File: src/rtl/instr_encoder_loader.sv
// Packs symbolic MIPS op requests into 32-bit instruction words and streams
// them into instruction memory through a small FIFO and a registered write port.
package AluCtrlSig_pkg;
   localparam logic [5:0] LW_op   = 6'h23;
   localparam logic [5:0] SW_op   = 6'h2B;
   localparam logic [5:0] ADDI_op = 6'h08;
   localparam logic [5:0] BEQ_op  = 6'h04;
   localparam logic [5:0] BNE_op  = 6'h05;
   localparam logic [5:0] ADD_op  = 6'h00;
   localparam logic [5:0] J_op    = 6'h02;
endpackage

module instr_encoder_loader
   import AluCtrlSig_pkg::*;
#(
   parameter int ADDR_W     = 8,
   parameter int MEM_WORDS  = 256,
   parameter int FIFO_DEPTH = 4,
   parameter int BASE_ADDR  = 0
) (
   input  logic              clk,
   input  logic              rst_n,
   input  logic              start,
   input  logic              finish,
   input  logic              op_valid,
   output logic              op_ready,
   input  logic [2:0]        op_kind,
   input  logic [4:0]        rs,
   input  logic [4:0]        rt,
   input  logic [4:0]        rd,
   input  logic [15:0]       imm,
   input  logic [25:0]       target,
   output logic              imem_we,
   output logic [ADDR_W-1:0] imem_addr,
   output logic [31:0]       imem_wdata,
   input  logic              imem_stall,
   output logic              busy,
   output logic              load_done,
   output logic              illegal_op,
   output logic [ADDR_W:0]   words_written
);
   localparam int PW = $clog2(FIFO_DEPTH);
   localparam logic [5:0] ADD_FUNCT = 6'h20;
   localparam logic [ADDR_W:0] LIMIT = (ADDR_W+1)'(MEM_WORDS);
   localparam logic [ADDR_W-1:0] BASE = ADDR_W'(BASE_ADDR);

   typedef enum logic [1:0] {IDLE, LOAD, DRAIN, DONE} state_t;
   state_t state, state_nx;

   logic [31:0]   fifo_mem [FIFO_DEPTH];
   logic [PW:0]   wptr, rptr;
   logic [ADDR_W:0] reserved;
   logic [31:0]   enc_word;
   logic fifo_empty, fifo_full, accept, legal, push, pop, taken;

   // Extra pointer bit distinguishes full from empty when the indices match.
   assign fifo_empty = (wptr == rptr);
   assign fifo_full  = (wptr[PW] != rptr[PW]) && (wptr[PW-1:0] == rptr[PW-1:0]);
   assign op_ready   = (state == LOAD) && !fifo_full && (reserved < LIMIT);
   assign accept     = op_valid && op_ready;
   assign legal      = (op_kind != 3'd7);
   assign push       = accept && legal && !start;
   assign taken      = imem_we && !imem_stall;
   assign pop        = (!imem_we || taken) && !fifo_empty;
   assign busy       = (state == LOAD) || (state == DRAIN);
   assign load_done  = (state == DONE);

   always_comb begin
      enc_word = '0;
      case (op_kind)
         3'd0:    enc_word = {LW_op, rs, rt, imm};
         3'd1:    enc_word = {SW_op, rs, rt, imm};
         3'd2:    enc_word = {ADDI_op, rs, rt, imm};
         3'd3:    enc_word = {BEQ_op, rs, rt, imm};
         3'd4:    enc_word = {BNE_op, rs, rt, imm};
         3'd5:    enc_word = {ADD_op, rs, rt, rd, 5'd0, ADD_FUNCT};
         3'd6:    enc_word = {J_op, target};
         default: enc_word = '0;
      endcase
   end

   always_comb begin
      state_nx = state;
      if (start) state_nx = LOAD;
      else begin
         case (state)
            LOAD:    if (finish) state_nx = DRAIN;
            // Leave as the final write is taken so load_done rises right after it.
            DRAIN:   if (fifo_empty && (!imem_we || taken)) state_nx = DONE;
            default: state_nx = state;
         endcase
      end
   end

   always_ff @(posedge clk or negedge rst_n) begin
      if (!rst_n) begin
         state         <= IDLE;
         wptr          <= '0;
         rptr          <= '0;
         reserved      <= '0;
         illegal_op    <= 1'b0;
         imem_we       <= 1'b0;
         imem_addr     <= BASE;
         imem_wdata    <= '0;
         words_written <= '0;
      end else begin
         state <= state_nx;
         if (start) begin
            wptr          <= '0;
            rptr          <= '0;
            reserved      <= '0;
            illegal_op    <= 1'b0;
            imem_we       <= 1'b0;
            imem_addr     <= BASE;
            words_written <= '0;
         end else begin
            if (push) begin
               wptr     <= wptr + 1'b1;
               reserved <= reserved + 1'b1;
            end
            if (accept && !legal) illegal_op <= 1'b1;
            if (taken) begin
               imem_addr     <= imem_addr + 1'b1;
               words_written <= words_written + 1'b1;
            end
            if (pop) begin
               imem_wdata <= fifo_mem[rptr[PW-1:0]];
               imem_we    <= 1'b1;
               rptr       <= rptr + 1'b1;
            end else if (taken) begin
               imem_we <= 1'b0;
            end
         end
      end
   end

   always_ff @(posedge clk) begin
      if (push) fifo_mem[wptr[PW-1:0]] <= enc_word;
   end
endmodule
File: config.mk
export PLATFORM = sky130hd
export DESIGN_NAME = instr_encoder_loader
export DESIGN_NICKNAME = d
export VERILOG_FILES = /design/src/rtl/instr_encoder_loader.sv
export SDC_FILE = /design/constraint.sdc
export NUM_CORES = 1
export LEC_CHECK = 0
export ABC_AREA = 1
export CAP_MARGIN = 20
export CORE_MARGIN = 2
export CORE_UTILIZATION = 55
export DETAILED_ROUTE_END_ITERATION = 8
export DONT_BUFFER_PORTS = 1
export PLACE_DENSITY = 0.78
export SLEW_MARGIN = 25
export SYNTH_ARGS = -nofsm -noshare
export SYNTH_HDL_FRONTEND = slang
export SYNTH_SLANG_ARGS = --single-unit
export TNS_END_PERCENT = 10
File: constraint.sdc
create_clock -name clk -period 5.9 [get_ports clk]
set_clock_uncertainty 0.05 [all_clocks]
set_input_delay 1.18 -clock clk [delete_from_list [all_inputs] [get_ports clk]]
set_output_delay 1.18 -clock clk [all_outputs]
set_load 0.02 [all_outputs]
### Yosys cells after proc, flatten, opt, wreduce, memory -nomap -nowiden

Memories as Yosys holds them, arrays and structs flattened. A register that Yosys moved wholly into a read port is not among the register bits.
Cells that the tools add are included.

* bits in registers: 36
* latch bits: 0
* RAM bits: 128
* bits in read-only memories: 0
* input port bits: 66
* output and inout bits: 54
* logic and storage cells: 81
* memories: 1

* add/subtract/negate cells: 5
* multiply operators: 0
* divide/modulo/power cells: 0
* magnitude comparators: 1
* equality and inequality tests: 15
* shifts and indexed selects: 0
* multiplexer cells: 22
* bitwise operators: 1
* reduce and logical (&&, ||, !) cells: 28

Memories
* fifo_mem: depth 4, bits a word 32, read ports 1, clocked after memory_dff 1, wr ports 1, RTL line 50 `logic [31:0] fifo_mem [FIFO_DEPTH];`

Operators by type and width (number)
* $pmux W32 S7: 1
* $mux W9: 4
* $add A9 B1 Y9 const B: 2
* $mux W8: 2
* $mux W3: 4
* $logic_and A1 B1 Y1: 10
* $eq A3 B3 Y1 const B: 3
* $lt A9 B9 Y1 const B: 1
* $add A8 B1 Y8 const B: 1
* $reduce_bool A2 Y1: 4
* $logic_not A1 Y1: 7
* $mux W1: 7
* $add A3 B1 Y3 const B: 2
* $eq A3 B2 Y1 const B: 2
* $mux W2: 3
* $ne A3 B3 Y1 const B: 2
* $reduce_bool A3 Y1: 2
* $eq A2 B2 Y1 const B: 2
* $pmux W2 S2: 1
* $eq A3 B1 Y1 const B: 1
* $eq A3 B3 Y1: 1
* $logic_not A3 Y1: 1
* $ne A3 B2 Y1 const B: 1
* $reduce_and A3 Y1: 1
* 6 further kinds: 7

### Logic depth before layout (Yosys ltp)

* word-level depth: 10
* mapped depth: 10
* depth with buffers taken out: 9

### Least setup slack after synthesis

No wires, ideal clock.

* kind: in2reg
* from: input op_kind[1]
* to: memory fifo_mem[0][0], enable pin
* library setup time: 464 ps
* arrival time: 3933 ps
* data required time: 5386 ps
* slack: 1453 ps
* stages on the path: 5
* buffers on the path: 0
* path through: inv_2 > nor2_1 > inv_1 > nand4_4 > nor3b_1

* longest elaborated chain between the ends: 5

RTL lines
* start, declared: RTL line 27 `input logic [2:0] op_kind,`
* $ne A3 B3 Y1: RTL line 61 `assign legal = (op_kind != 3'd7);`
* $logic_and A1 B1 Y1 (2 in series): RTL line 62 `assign push = accept && legal && !start;`
* $mux W1: RTL line 138 `if (push) fifo_mem[wptr[PW-1:0]] <= enc_word;`
* $mux W1 (not written as such): RTL line 138
* end, declared: RTL line 50

No other way between the ends.

### Worst setup path in the final report

* from: register rptr[0]
* to: output op_ready

* longest elaborated chain between the ends: 5

RTL lines
* start, declared: RTL line 51 `logic [PW:0] wptr, rptr;`
* start signal, assigned: RTL line 129 `rptr <= rptr + 1'b1;`
* $eq A2 B2 Y1: RTL line 58 `assign fifo_full = (wptr[PW] != rptr[PW]) && (wptr[PW-1:0] == rptr[PW-1:0]);`
* $logic_and A1 B1 Y1: RTL line 58
* $logic_not A1 Y1: RTL line 59 `assign op_ready = (state == LOAD) && !fifo_full && (reserved < LIMIT);`
* $logic_and A1 B1 Y1 (2 in series): RTL line 59
* end, declared: RTL line 26 `output logic op_ready,`

No other way between the ends.

==> out/qor.yml <==
arrival_ns: 2.20
grt_max_degree: 68
cts_resized: 0
finalSetupViolCount: 0
hp-class: "in2async"
worstSetupPathType: "reg2out"
numCtsBuffers: 17
min_period_ns: 3.434
worst_pin_slew_ns: 0.9891
fin_area_mm2: 0.009165
syn_nets: 912
fmax_mhz: 291.2
start_util_pct: 56.12
drt_iter0_drc: 512
fin_tns_setup_ns: 0
area_delta_synth_final_pct: 7.832
antenna_found_initial: 0
status: "finished, final reports clean"
final_common_cell: "nand2_1"
drc_errors: 0
io_buffers: 0
via_per_inst: 5.828
io_pins: 120
cp.required_ns: 4.67
grt_usage_pct: 23.88
relSlewSlack_pct: 33.97
die_width_um: 128.3
clkLatencyLatePin_ns: 0.44
cap_violations: 0
max_stage_delay_ns: 0.71
holdBufCountCts: 0
grt-ovfl-total: 0
crit_path_frequent_cell: "nand2_1"
synth_cells: 835
leakagePower_uw: 0.003748
syn_area_mm2: 0.008499
grt_pass1_wl_um: 30030
drive_gt1_share_pct: 7.100
htree_levels: 4
grt_pass1_vias: 5806
final_cell_mix: "180 x nand2_1, 124 x edfxtp_1, 100 x nand3_1"
dieArea_mm2: 0.01646
hold_viol_final: 0
die_height_um: 128.3
cts_root_buffer: "clkbuf_16"
dpl_cell_area_mm2: 0.008579
gp_congestion: 0.7883
clockBufferDepth: 2
coreArea_mm2: 0.01515
ys_warn_count: 0
synth_seq_area_share_pct: 63.54
wl_um: 18550
row_count: 45
syn_avg_cell_area_um2: 10.18
ant_nets: 0
antenna_cells: 0
finalMaxSlewViolations: 0
rsz0062_at_grt: "no"
worstPathMaxFanout: 63
yosys.cell_types.count: 33
ys_ff_latch: 191
irDropWorstVdd_mv: 0.3459
p_per_area_mw_per_mm2: 429.2
via_count: 5939
place_hpwl_um: 11200
cts_tree: "built"
post_cts.repair.setup_buffers: 0
cts.sinks: 191
clk_pin_slew_ns: 0.07
wl_per_cell_um: 18.20
path_cells: "inv_2 -> nand2_1 -> nand2_4 -> nand3_2 -> nand2_1 -> inv_1"
period_share_pct: 58.21
cp-end-kind: "output pin"
firstDrtPassIters: 5
start_kind: "register"
fin_nets: 895
worst_path_max_delay_cell: "inv_2"
-- area by class of cell --
class	instances	area, um2
tap	188	235.2
sequential	191	5401
inverter	53	203.9
multi-input combinational	548	2686
fill	1181	5981
clock buffer	19	432.9
clock inverter	13	152.6
timing repair buffer	7	52.55
-- metal layers --
metal	vias up	wire length, um	GRT usage, %
met4	0	338	9.308
li1	2838	-	-
met3	28	1546	6.386
met5	-	0	0
met2	255	9075	37.86
met1	2818	7589	31.79
-- critical path: cells and delay by family (launching register included) --
| family | cells | cell delay [ns] |
|---|---|---|
| buffers and inverters | 2 | 0.82 |
| DFF | 1 | 0.41 |
| and+or+nand+nor | 4 | 0.53 |
-- report_power, final --
| part | internal [uW] | switching, uW | total [uW] |
|---|---|---|---|
| Clock | 633 | 504 | 1140 |
| Sequential | 1600 | 242 | 1840 |
| Combinational | 267 | 691 | 958 |
| Total | 2500 | 1440 | 3930 |
-- logic make-up (layout without fill, tap and decap cells) --
group	after synthesis	in the layout	share of synthesized area [%]
other	1	1	0.04412
adders and majority gates	11	11	1.619
xor gates and xnor gates	8	8	0.8244
buffers and inverters	96	92	5.093
DFF	191	191	63.54
AOI/OAI and AO/OA	131	131	8.229
and+or+nand+nor	397	397	20.65
-- synth_stat cells (all sizes together) --
cell	n	area share, %
o21bai	1	0.088
nand2	185	8.6
clkinv	2	0.088
nand3	102	6.1
clkbuf	22	0.99
conb	1	0.044
a21oi	11	0.65
o22ai	31	2.3
xor2	7	0.72
dfrtp	67	20
xnor2	1	0.10
buf	21	1.7
ha	11	1.6
o21ai	87	5.1
nor3	9	0.53
nand4	9	0.84
o31ai	1	0.088
nor2	86	4.0
nor4	1	0.15
edfxtp	124	44
nor3b	5	0.44
inv	51	2.3
-- stage by stage --
stage,cells,hold slack (ns),util (%),setup slack (ns),power (uW)
final,1019,0.3844,60.51,2.466,3934
after global routing,1019,0.3611,60.51,2.250,4149
after CTS,1019,0.3623,60.51,2.437,3952
after detailed placement,987,0.4823,56.65,2.665,2817
after global placement,987,0.4739,56.65,2.721,2788
after floorplan,835,0.4411,-,1.453,2620
-- path summary, 6_finish.rpt --
kind | from | to | slack [ns] | depth (start not counted)
max | rptr[0]$_DFFE_PN0P_ | op_ready | 2.47 | 6
min | rst_n | imem_wdata[31]$_DFFE_PN0P_ | 0.38 | 0
max reg2reg | rptr[1]$_DFFE_PN0P_ | fifo_mem[3][8]$_DFFE_PP_ | 3.04 | 8
min reg2reg | state[0]$_DFFE_PN0P_ | state[0]$_DFFE_PN0P_ | 0.49 | 2
max in group asynchronous | rst_n | imem_wdata[8]$_DFFE_PN0P_ | 5.31 | 0
min in group clk | state[0]$_DFFE_PN0P_ | state[0]$_DFFE_PN0P_ | 0.49 | 2
-- registers in the layout (all words and copies together) (netlist names) --
register       count
imem_addr          8
imem_wdata        31
words_written      9
imem_we            1
state              2
fifo_mem         124
rptr               3
reserved           9
illegal_op         1
wptr               3
(Power assumes the default switching activity.)
